--- config.mk ---
export PLATFORM = sky130hd
export DESIGN_NAME = fb_capture_ctrl
export DESIGN_NICKNAME = d
export VERILOG_FILES = /design/src/rtl/fb_capture_ctrl_pkg.sv /design/src/rtl/fb_capture_ctrl_arb.sv /design/src/rtl/fb_capture_ctrl.sv
export SDC_FILE = /design/constraint.sdc
export NUM_CORES = 1
export LEC_CHECK = 0
export ABC_CLOCK_PERIOD_IN_PS = 2420
export CAP_MARGIN = 20
export CORE_ASPECT_RATIO = 0.6
export CORE_MARGIN = 2
export CORE_UTILIZATION = 65
export CTS_BUF_LIST = sky130_fd_sc_hd__clkbuf_8
export DETAILED_ROUTE_END_ITERATION = 12
export DONT_BUFFER_PORTS = 1
export PLACE_DENSITY = 0.81
export SYNTH_ARGS = -nofsm -noshare
export SYNTH_HDL_FRONTEND = slang
export SYNTH_SLANG_ARGS = --single-unit
--- constraint.sdc ---
create_clock -name clk -period 2.42 [get_ports clk]
set_input_delay 0.121 -clock clk [delete_from_list [all_inputs] [get_ports clk]]
set_output_delay 0.121 -clock clk [all_outputs]
set_load 0.005 [all_outputs]
--- src/rtl/fb_capture_ctrl_pkg.sv ---
// fb_capture_ctrl_pkg: shared capture FSM state encodings and frame buffer geometry defaults.
package fb_capture_ctrl_pkg;
    typedef logic [1:0] state_t;
    localparam state_t S_IDLE    = 2'd0;
    localparam state_t S_WAIT_VS = 2'd1;
    localparam state_t S_CAPTURE = 2'd2;
    localparam state_t S_DONE    = 2'd3;
    localparam int IMG_W_DEF = 64;
    localparam int IMG_H_DEF = 64;
    localparam int FB_DEPTH  = 4096;
endpackage

--- src/rtl/fb_capture_ctrl_arb.sv ---
// fb_rr_arb2: two-way round-robin arbiter for the frame buffer read port with registered return steering.
// Ports: clk/rst; reqN/addrN in, gntN (combinational) out, validN/dataN out one cycle after gntN;
// rd_addr drives the frame buffer, rd_data returns from it one cycle later.
module fb_rr_arb2 #(
    parameter int ADDR_W = 15,
    parameter int DATA_W = 8
) (
    input  logic              clk,
    input  logic              rst,
    input  logic              req0,
    input  logic [ADDR_W-1:0] addr0,
    output logic              gnt0,
    output logic              valid0,
    output logic [DATA_W-1:0] data0,
    input  logic              req1,
    input  logic [ADDR_W-1:0] addr1,
    output logic              gnt1,
    output logic              valid1,
    output logic [DATA_W-1:0] data1,
    output logic [ADDR_W-1:0] rd_addr,
    input  logic [DATA_W-1:0] rd_data
);
    // ptr names the port that lost the last contested grant; it wins the next contest
    logic ptr;
    assign gnt0    = req0 & (~req1 | ~ptr);
    assign gnt1    = req1 & (~req0 | ptr);
    assign rd_addr = gnt1 ? addr1 : (gnt0 ? addr0 : '0);
    assign data0   = valid0 ? rd_data : '0;
    assign data1   = valid1 ? rd_data : '0;
    always_ff @(posedge clk) begin
        if (rst) begin
            ptr    <= 1'b0;
            valid0 <= 1'b0;
            valid1 <= 1'b0;
        end else begin
            valid0 <= gnt0;
            valid1 <= gnt1;
            if (req0 & req1) ptr <= gnt0;
        end
    end
endmodule

--- src/rtl/fb_capture_ctrl.sv ---
// fb_capture_ctrl: camera capture sequencer (windowed frame buffer writes, arm/done handshake) plus shared read port.
// Ports: clk/rst; arm, cont, vsync, href, pix_valid, pix_data from control/camera;
// wr_en/wr_addr/wr_data and rd_addr/rd_data to the frame buffer; rdN_req/addr/gnt/valid/data for two readers;
// busy, frame_done, clipped status.
module fb_capture_ctrl
    import fb_capture_ctrl_pkg::*;
#(
    parameter int IMG_W  = IMG_W_DEF,
    parameter int IMG_H  = IMG_H_DEF,
    parameter int ADDR_W = 15,
    parameter int DATA_W = 8
) (
    input  logic              clk,
    input  logic              rst,
    input  logic              arm,
    input  logic              cont,
    input  logic              vsync,
    input  logic              href,
    input  logic              pix_valid,
    input  logic [DATA_W-1:0] pix_data,
    output logic              wr_en,
    output logic [ADDR_W-1:0] wr_addr,
    output logic [DATA_W-1:0] wr_data,
    output logic [ADDR_W-1:0] rd_addr,
    input  logic [DATA_W-1:0] rd_data,
    input  logic              rd0_req,
    input  logic [ADDR_W-1:0] rd0_addr,
    output logic              rd0_gnt,
    output logic              rd0_valid,
    output logic [DATA_W-1:0] rd0_data,
    input  logic              rd1_req,
    input  logic [ADDR_W-1:0] rd1_addr,
    output logic              rd1_gnt,
    output logic              rd1_valid,
    output logic [DATA_W-1:0] rd1_data,
    output logic              busy,
    output logic              frame_done,
    output logic              clipped
);
    localparam int CW = $clog2(IMG_W + 1);
    localparam int RW = $clog2(IMG_H + 1);
    localparam logic [CW-1:0]     COL_END   = CW'(IMG_W);
    localparam logic [RW-1:0]     ROW_LAST  = RW'(IMG_H - 1);
    localparam logic [ADDR_W-1:0] LINE_STEP = ADDR_W'(IMG_W);

    state_t            state;
    logic              vsync_q, href_q;
    logic [CW-1:0]     col;
    logic [RW-1:0]     row;
    logic [ADDR_W-1:0] line_base;
    logic              vs_rise, href_fall, pix_in, in_win;

    assign vs_rise    = vsync & ~vsync_q;
    assign href_fall  = href_q & ~href;
    assign pix_in     = (state == S_CAPTURE) & pix_valid & href;
    assign in_win     = col < COL_END;
    assign busy       = state != S_IDLE;
    assign frame_done = state == S_DONE;

    always_ff @(posedge clk) begin
        if (rst) begin
            state     <= S_IDLE;
            vsync_q   <= 1'b0;
            href_q    <= 1'b0;
            col       <= '0;
            row       <= '0;
            line_base <= '0;
            wr_en     <= 1'b0;
            wr_addr   <= '0;
            wr_data   <= '0;
            clipped   <= 1'b0;
        end else begin
            vsync_q <= vsync;
            href_q  <= href;
            wr_en   <= pix_in & in_win;
            // col stops at IMG_W so every later pixel on the line is counted as clipped
            if (pix_in & in_win) begin
                wr_addr <= line_base + ADDR_W'(col);
                wr_data <= pix_data;
                col     <= col + 1'b1;
            end
            if (pix_in & ~in_win) clipped <= 1'b1;
            case (state)
                S_IDLE: if (arm) begin
                    state   <= S_WAIT_VS;
                    clipped <= 1'b0;
                end
                S_WAIT_VS: if (vs_rise) begin
                    state     <= S_CAPTURE;
                    row       <= '0;
                    col       <= '0;
                    line_base <= '0;
                end
                S_CAPTURE: begin
                    // href is low on a falling edge, so no pixel competes with the row advance
                    if (href_fall) begin
                        row       <= row + 1'b1;
                        line_base <= line_base + LINE_STEP;
                        col       <= '0;
                    end
                    if (vs_rise || (href_fall && row == ROW_LAST)) state <= S_DONE;
                end
                default: state <= cont ? S_WAIT_VS : S_IDLE;
            endcase
        end
    end

    fb_rr_arb2 #(.ADDR_W(ADDR_W), .DATA_W(DATA_W)) u_arb (
        .clk    (clk),
        .rst    (rst),
        .req0   (rd0_req),
        .addr0  (rd0_addr),
        .gnt0   (rd0_gnt),
        .valid0 (rd0_valid),
        .data0  (rd0_data),
        .req1   (rd1_req),
        .addr1  (rd1_addr),
        .gnt1   (rd1_gnt),
        .valid1 (rd1_valid),
        .data1  (rd1_data),
        .rd_addr(rd_addr),
        .rd_data(rd_data)
    );
endmodule

# [Yosys cells after proc, flatten, opt, wreduce, memory -nomap -nowiden]
# Index checks and enable logic that the tools add are counted.
[word_totals] regBits=61 out_inout_bits=62 word_cells=72
[op_classes] n_addsub=4 n_lt_le_gt_ge=1 eq_ne=8 n_mux=22 bitwise_logic=17 reduce_logical=7
[ops] cell="15-bit two-way mux" n=4
[ops] cell="7-bit two-way mux" n=5
[ops] cell="15-bit one-hot mux with 2 select lines" n=1
[ops] cell="7-bit one-hot mux with 2 select lines" n=2
[ops] cell="8-bit two-way mux" n=2
[ops] cell="15-bit by 7-bit adder with 15-bit output" n=1
[ops] cell="15-bit by 7-bit adder with 15-bit output (second input constant)" n=1
[ops] cell="7-bit by 1-bit adder with 7-bit output (second input constant)" n=2
[ops] cell="1-bit AND" n=9
[ops] cell="7-bit by 6-bit == test with 1-bit output (second input constant)" n=1
[ops] cell="7-bit less-than comparator (second input constant)" n=1
[ops] cell="2-bit two-way mux" n=3
[ops] cell="2-bit inequality test (second input constant)" n=3
[ops] cell="1-bit inverter" n=6
[ops] cell="2-bit one-hot mux with 3 select lines" n=1
[ops] cell="3-bit AND reduction" n=2
[ops] cell="2-bit == test (second input constant)" n=2
[ops] cell="1-bit two-way mux" n=4
[ops] cell="2-bit nonzero test" n=2
[ops] cell="2-bit by 1-bit == test with 1-bit output (second input constant)" n=1
[ops] cell="2-bit logical NOT" n=1
[ops] cell="2-bit by 1-bit inequality test with 1-bit output (second input constant)" n=1
[ops] cell="1-bit bitwise OR" n=2
[ops] cell="1-bit logical AND" n=1
[ops] cell="1-bit logical OR" n=1

# [Logic depth before layout (Yosys ltp)]
# Gate-level depths: netlist (run 1).
[logic_depth] word_depth=7 mapped_depth=8 depth_no_buf=6

# [Modules after synthesis]
# Synthesis (run 1) repeated with hierarchy kept, for this count alone.
[unflattened] hier_cells=323 area_unflattened_um2=2786.4
[by_module_without_submodules] mod="fb_capture_ctrl" instances=1 cells_per_inst=276 area_each_um2=2357.3 seq_area_each_um2=1041.0
[by_module_without_submodules] mod="fb_rr_arb2" instances=1 cells_per_inst=47 area_each_um2=429.2 seq_area_each_um2=60.1

# [Worst setup path after synthesis (run 1)]
# No wires, ideal clock.
[synth_timing] path_type="register -> register" startpoint="reg row[0]" endpoint="reg state[0]" setup_time_ns=0.123 arrival_ns=1.695 path_slack_ns=0.601 path_stages_with_launch=6 path_buffers=0 path_cell_list="dfxtp_1 -> ha_1 -> clkinv_1 -> or4b_1 -> a31oi_2 -> mux2_1"
[synth_via] elab_chain_len=5
[synth_lines] item="start, declared" line_no="fb_capture_ctrl.sv:49" source="logic [RW-1:0] row;"
[synth_lines] item="start signal, assigned" line_no="fb_capture_ctrl.sv:97" source="row <= row + 1'b1;"
[synth_lines] item="7-bit by 6-bit == test with 1-bit output" line_no="fb_capture_ctrl.sv:101" source="if (vs_rise || (href_fall && row == ROW_LAST)) state <= S_DONE;"
[synth_lines] item="1-bit logical AND" line_no="fb_capture_ctrl.sv:101"
[synth_lines] item="1-bit logical OR" line_no="fb_capture_ctrl.sv:101"
[synth_lines] item="2-bit by 1-bit inequality test with 1-bit output (no line)"
[synth_lines] item="3-bit AND reduction (no line)"
[synth_lines] item="end signal, assigned" line_no="fb_capture_ctrl.sv:103" source="default: state <= cont ? S_WAIT_VS : S_IDLE;"
[synth_lines] item="end, declared" line_no="fb_capture_ctrl.sv:46" source="state_t state;"
# Every way passes these cells.
# A chain may end at the register's enable or synchronous reset.

# [Worst setup path in the final report (run 1)]
[layout_timing] startpoint="reg state[1]" endpoint="reg line_base[14]"
[layout_via] elab_chain_len=3 elab_cells_between_ends=7
[layout_lines] item="2-bit == test or 2-bit by 1-bit == test with 1-bit output (tied branches)" line_no="fb_capture_ctrl.sv:83" source="case (state)"
[layout_lines] item="2-bit inequality test (no line) or 2-bit nonzero test (tied branches)"
[layout_lines] item="3-bit AND reduction (no line)"
[layout_lines] item="end signal, assigned" line_no="fb_capture_ctrl.sv:98" source="line_base <= line_base + LINE_STEP;"
[layout_lines] item="end, declared" line_no="fb_capture_ctrl.sv:50" source="logic [ADDR_W-1:0] line_base;"
# Parallel ways exist; a longest one is shown, timed or not.

==> flow_summary.yaml, run 1 <==
status:
  outcome: "finished clean"
worst_setup_path:
  critPathMaxFanout: 26
  crit_path_max_incr_delay_ps: 580
  slowest_stage: "or4_1"
  critPathBufInv: 1
  critPathTopFamily: "compound AO/OA/AOI/OAI gates"
  worstSetupEndpointType: "flop"
  rr_worst_depth: 5
  cp-start-kind: "flop"
  crit_arrival_ps: 2310
  critPathKind: "reg -> reg"
  required_ps: 2660
  path_depth: 5
  crit_chain: "inv_1 > ha_1 > a22o_1 > or4_1 > a21oi_1"
timing:
  min_period_ps: 2060
  relSlewSlack: 0.482
  skew_ps: 7.36
  max_slew.worst_pin.slew_ps: 777
  fin_ws_ps: 355
  max_freq_mhz: 484
  whs_ps: 12.7
  setup_violations: 0
  tns_ps: 0
  period_share: 0.853
  hold_viol_final: 0
  rsz0062_at_grt: "no"
  slew_viol_final: 0
floorplanning:
  design.die.area_sq_um: 4660
  ioPinCount: 117
  initial_core_util: 0.663
  die_width_um: 86.8
  die-height_um: 53.7
  core-area_sq_um: 4030
  num_rows: 18
power:
  total_power_w: 0.00209
  swShare: 0.347
  vdd_ir_drop_max_uv: 490
  power_density_nw_per_um2: 712
  switchingPower_w: 0.000726
  power.internal_w: 0.00137
  power_frac_seq: 0.472
  power_leakage_nw: 1.01
  combPwrFrac: 0.270
  clkPwrFrac: 0.258
final_layout:
  final_cell_mix: "dfxtp_1 (55), nand2_1 (44), a21oi_1 (32), nor2_1 (20)"
  instances_no_fill: 376
  drive_above_1_share: 0.0613
  nNetsFinal: 388
  layout_commonest_cell: "dfxtp_1"
  diodes: 0
  syn2layout_area_growth_pct: 9.83
  num-fill-cells: 329
routing:
  totalWireLength_um: 6180
  vias_per_cell: 6.14
  vias: 2309
  met2WireLength_um: 2820
  wl_per_cell_um: 16.4
  wl_met1_um: 2770
  drc: 0
  dr.first_iter.drc_count: 139
  wl_met3_um: 508
  ant_nets: 0
  top_layer: "met4"
  first_pass_iters: 4
global_routing:
  antenna_found_initial: 0
  grt-ovfl-total: 0
  grt_pass1_vias: 1998
  grt_max_degree: 37
  grt_pass1_wl_um: 9420
  grtUsageTotal: 0.259
placement:
  port_buffers: 0
  dp.cells: 355
  place_ws_ps: 390
  gp_congestion: 0.838
  place_hpwl_um: 4220
cts:
  cts_tree: "built"
  cts_setup_buffers: 0
  clk_pin_slew_ps: 110
  insertion_delay_ps: 310
  htreeDepth: 2
  cts_made_buffers: 5
  clock-sinks: 55
  root_buffer: "clkbuf_8"
  clockBufferDepth: 2
yosys:
  synth_seq_cells: 55
  synthCells: 317
  synth_edf_count: 0
  avgSynthCellArea_sq_um: 8.43
  synth_area_sq_um: 2670
  synthArstFlopShare: 0
  syn_nets: 380
  synthFlopType: "dfxtp_1"
  ys_seq_area_frac: 0.412
  synth.distinct_cells: 47
  yosysWarnings: 0
worst_hold_path:
  hold_path.class: "in -> reg"
  whs_path_depth: 2
flow_run:
  drv_cap: 0
[stage by stage]
stage	util	instance area, sq um
after detailed placement	0.670	2700
after floorplan	-	2670
after global placement	0.670	2700
final	0.728	2940
after global routing	0.728	2940
after CTS	0.728	2940
[cells by family after synthesis]
| logic type | count (synthesis) | share of synthesized area |
|---|---|---|
| buffers and inverters | 27 | 0.0444 |
| xor gates and xnor gates | 11 | 0.0360 |
| muxes | 2 | 0.00795 |
| and+or+nand+nor | 126 | 0.244 |
| adders and majority gates | 8 | 0.0374 |
| DFF | 55 | 0.412 |
| AOI/OAI and AO/OA | 88 | 0.218 |
[state kept, by name, summed over array words and instances, names as in the netlist, 2 cells and up]
| signal | flops |
|---|---|
| col | 7 |
| line_base | 9 |
| row | 7 |
| state | 2 |
| wr_addr | 15 |
| wr_data | 8 |
[synth_stat cells (2+ instances only)]
cell type / count / area (sq um)
or3_1: 7 / 43.8
xnor2_1: 5 / 43.8
nand3_1: 4 / 20.0
nor2b_1: 5 / 31.3
nand2_1: 44 / 165
a21boi_1: 2 / 15.0
nor2_1: 20 / 75.1
xor2_1: 6 / 52.6
buf_2: 2 / 10.0
a22o_1: 16 / 140
ha_1: 8 / 100
and3_1: 2 / 12.5
o31ai_1: 6 / 45.0
nand2b_1: 4 / 25.0
nor3_1: 4 / 20.0
dfxtp_1: 55 / 1100
a21oi_1: 32 / 160
a311oi_1: 2 / 17.5
a211oi_1: 8 / 60.1
clkbuf_1: 14 / 52.6
o21ai_1: 8 / 40.0
buf_6: 2 / 22.5
inv_1: 6 / 22.5
nand2b_4: 2 / 27.5
a31oi_1: 3 / 18.8
or4_1: 6 / 45.0
nand4_1: 7 / 43.8
and2_1: 16 / 100
o21ai_0: 3 / 15.0
[metal layers]
metal / vias up / track usage
met5: - / 0
met2: 119 / 0.426
met3: 8 / 0.0721
li1: 1146 / -
met1: 1036 / 0.336
met4: 0 / 0.0781
[final timing paths]
check	startpoint	slack, ps	end
setup reg to reg	state[1]	360	line_base[14]
setup / recovery	state[1]	360	line_base[14]
hold / removal	rst	10	state[1]
hold reg to reg	wr_data[1]	480	wr_data[1]
[area by class of cell]
| class | count | area, sq um | share of cell area |
|---|---|---|---|
| Timing Repair Buffer | 20 | 193 | 0.0656 |
| Tap cell | 50 | 62.6 | 0.0213 |
| Clock inverter | 3 | 27.5 | 0.00937 |
| Multi-Input combinational cell | 235 | 1450 | 0.495 |
| Sequential cell | 55 | 1100 | 0.375 |
| Clock buffer | 5 | 68.8 | 0.0234 |
| Inverter | 8 | 30.0 | 0.0102 |
[power groups by stage]
stage          Clock, W  Combinational (W)  Sequential (W)
6_report       0.000540           0.000565        0.000986
5_1_grt        0.000587           0.000625        0.000995
4_1_cts        0.000547           0.000557        0.000986
3_5_place_dp          0           0.000525         0.00101
3_3_place_gp          0           0.000512         0.00100
2_1_floorplan         0           0.000430        0.000997
[repair_timing]
item,4_1_cts,5_1_grt
gates resized for setup,0,0
endpoints found under the hold margin,36,0
hold buffers,13,0
Power figures use the tool's default switching activity.
==> run 2: changes to the inputs <==
- ABC_CLOCK_PERIOD_IN_PS: 2420 -> 2500
- clock period: 2.42 -> 2.5 ns (I/O delays scaled with it)
==> run 2 against run 1 <==
First-iteration DRC count rose by 6.5%. Utilization fell by 0.31 points. Critical path depth rose by 2. Worst hold slack got worse by 7.8 ps. Fmax fell by 4.8%. Global-route usage fell by 2.1 points. Routed wire length fell by 6.3%. Clock skew barely moved. Largest cell class unchanged. Largest power group unchanged. Highest routed layer unchanged.
==> flow_summary.yaml, run 2 (same netlist as run 1, synthesis figures left out) <==
placement:
  place_hpwl_um: 4050
  dp.cells: 353
  port_buffers: 0
  gp_congestion: 0.804
  place_ws_ps: 395
cts:
  htreeDepth: 2
  cts_made_buffers: 5
  cts_tree: "built"
  insertion_delay_ps: 310
  clockBufferDepth: 2
  root_buffer: "clkbuf_8"
  clk_pin_slew_ps: 110
  clock-sinks: 55
  post_cts_resized: 0
global_routing:
  antenna_found_initial: 0
  grt_pass1_vias: 1854
  grt_max_degree: 38
  grt_pass1_wl_um: 8640
  grt-ovfl-total: 0
  grtUsageTotal: 0.238
final_layout:
  nNetsFinal: 385
  num-fill-cells: 332
  top_register: "wr_addr"
  drive_above_1_share: 0.0557
  multiInputGateArea_sq_um: 1450
  diodes: 0
  largest_register_ffs: 15
  syn2layout_area_growth_pct: 9.36
  final_cell_mix: "dfxtp_1 (55), nand2_1 (44), a21oi_1 (32), nor2_1 (20)"
  layout_commonest_cell: "dfxtp_1"
  instances_no_fill: 373
  reg_top3: "wr_addr: 15 flops, line_base: 9 flops, wr_data: 8 flops"
  regArea_sq_um: 1100
worst_hold_path:
  hold_start: "rst"
  hold_path.class: "in -> reg"
  whs_path_depth: 2
  min_to: "state[1]"
worst_setup_path:
  rr_startpoint: "state[0]"
  worstSetupEndpointType: "flop"
  critPathMaxFanout: 35
  required_ps: 2760
  crit_arrival_ps: 2430
  regToRegSetupSlack_ps: 330
  reg2reg_to: "wr_data[5]"
  critPathKind: "reg -> reg"
  rr_worst_depth: 7
  cp-start-kind: "flop"
routing:
  vias: 2327
  vias_per_cell: 6.24
  ant_nets: 0
  drc: 0
  dr.first_iter.drc_count: 148
  totalWireLength_um: 5790
  wl_per_cell_um: 15.5
  first_pass_iters: 4
timing:
  rsz0062_at_grt: "no"
  slew_viol_final: 0
  setup_violations: 0
  period_share: 0.868
  max_slew.worst_pin.slew_ps: 777
  skew_ps: 7.13
  hold_viol_final: 0
  min_period_ps: 2170
  max_freq_mhz: 461
  relSlewSlack: 0.482
  tns_ps: 0
  fin_ws_ps: 330
floorplanning:
  num_rows: 18
  die-height_um: 53.7
  die_width_um: 86.8
  core-area_sq_um: 4030
  design.die.area_sq_um: 4660
  initial_core_util: 0.663
  ioPinCount: 117
power:
  vdd_ir_drop_max_uv: 441
  power_density_nw_per_um2: 685
  power_leakage_nw: 1.00
flow_run:
  drv_cap: 0
status:
  outcome: "finished clean"
run 2: what timing repair did:
action,4_1_cts,5_1_grt
hold endpoints to repair,37,0
setup buffers,0,0
hold buffers,12,0
run 2: through the flow:
step	utilization	total power [W]	hold slack [ps]	area, sq um
finish	0.725	0.00200	4.90	2920
global route	0.725	0.00211	12.9	2920
CTS	0.725	0.00201	5.05	2920
detailed placement	0.669	0.00148	204	2700
global placement	0.669	0.00146	200	2700
floorplan	-	0.00138	224	2670
run 2: layout make-up:
class                           count  area share
Clock inverter                      3     0.00941
Sequential cell                    55       0.377
Multi-Input combinational cell    235       0.497
Timing Repair Buffer               17      0.0616
Inverter                            8      0.0103
Tap cell                           50      0.0214
Clock buffer                        5      0.0235
run 2: how the worst max path moves through the flow:
stage	startpoint	to
after detailed placement	state[0]	row[3]
final	state[0]	wr_data[5]
after global placement	state[0]	row[3]
after CTS	state[0]	wr_data[5]
after floorplan	row[0]	state[0]
after global routing	state[0]	wr_data[5]
run 2: power by group:
part	total, W	internal, W	switching [W]
Sequential	0.000954	0.000918	0.0000360
Clock	0.000515	0.000206	0.000309
Combinational	0.000533	0.000191	0.000342
Total	0.00200	0.00131	0.000687
run 2: per-layer routing:
| layer | vias up | track usage | share of wire |
|---|---|---|---|
| li1 | 1143 | - | - |
| met1 | 1067 | 0.312 | 0.45 |
| met2 | 109 | 0.380 | 0.45 |
| met3 | 8 | 0.0752 | 0.085 |
| met4 | 0 | 0.0703 | 0.012 |
| met5 | - | 0 | 0 |
run 2: worst max-delay path: stages, from the launching register on:
cell           delay, ps
dfxtp_1              340
inv_1                100
ha_1                 410
and4b_1              310
buf_12               200
nand2_1               70
a21oi_1              130
dlygate4sd3_1        560
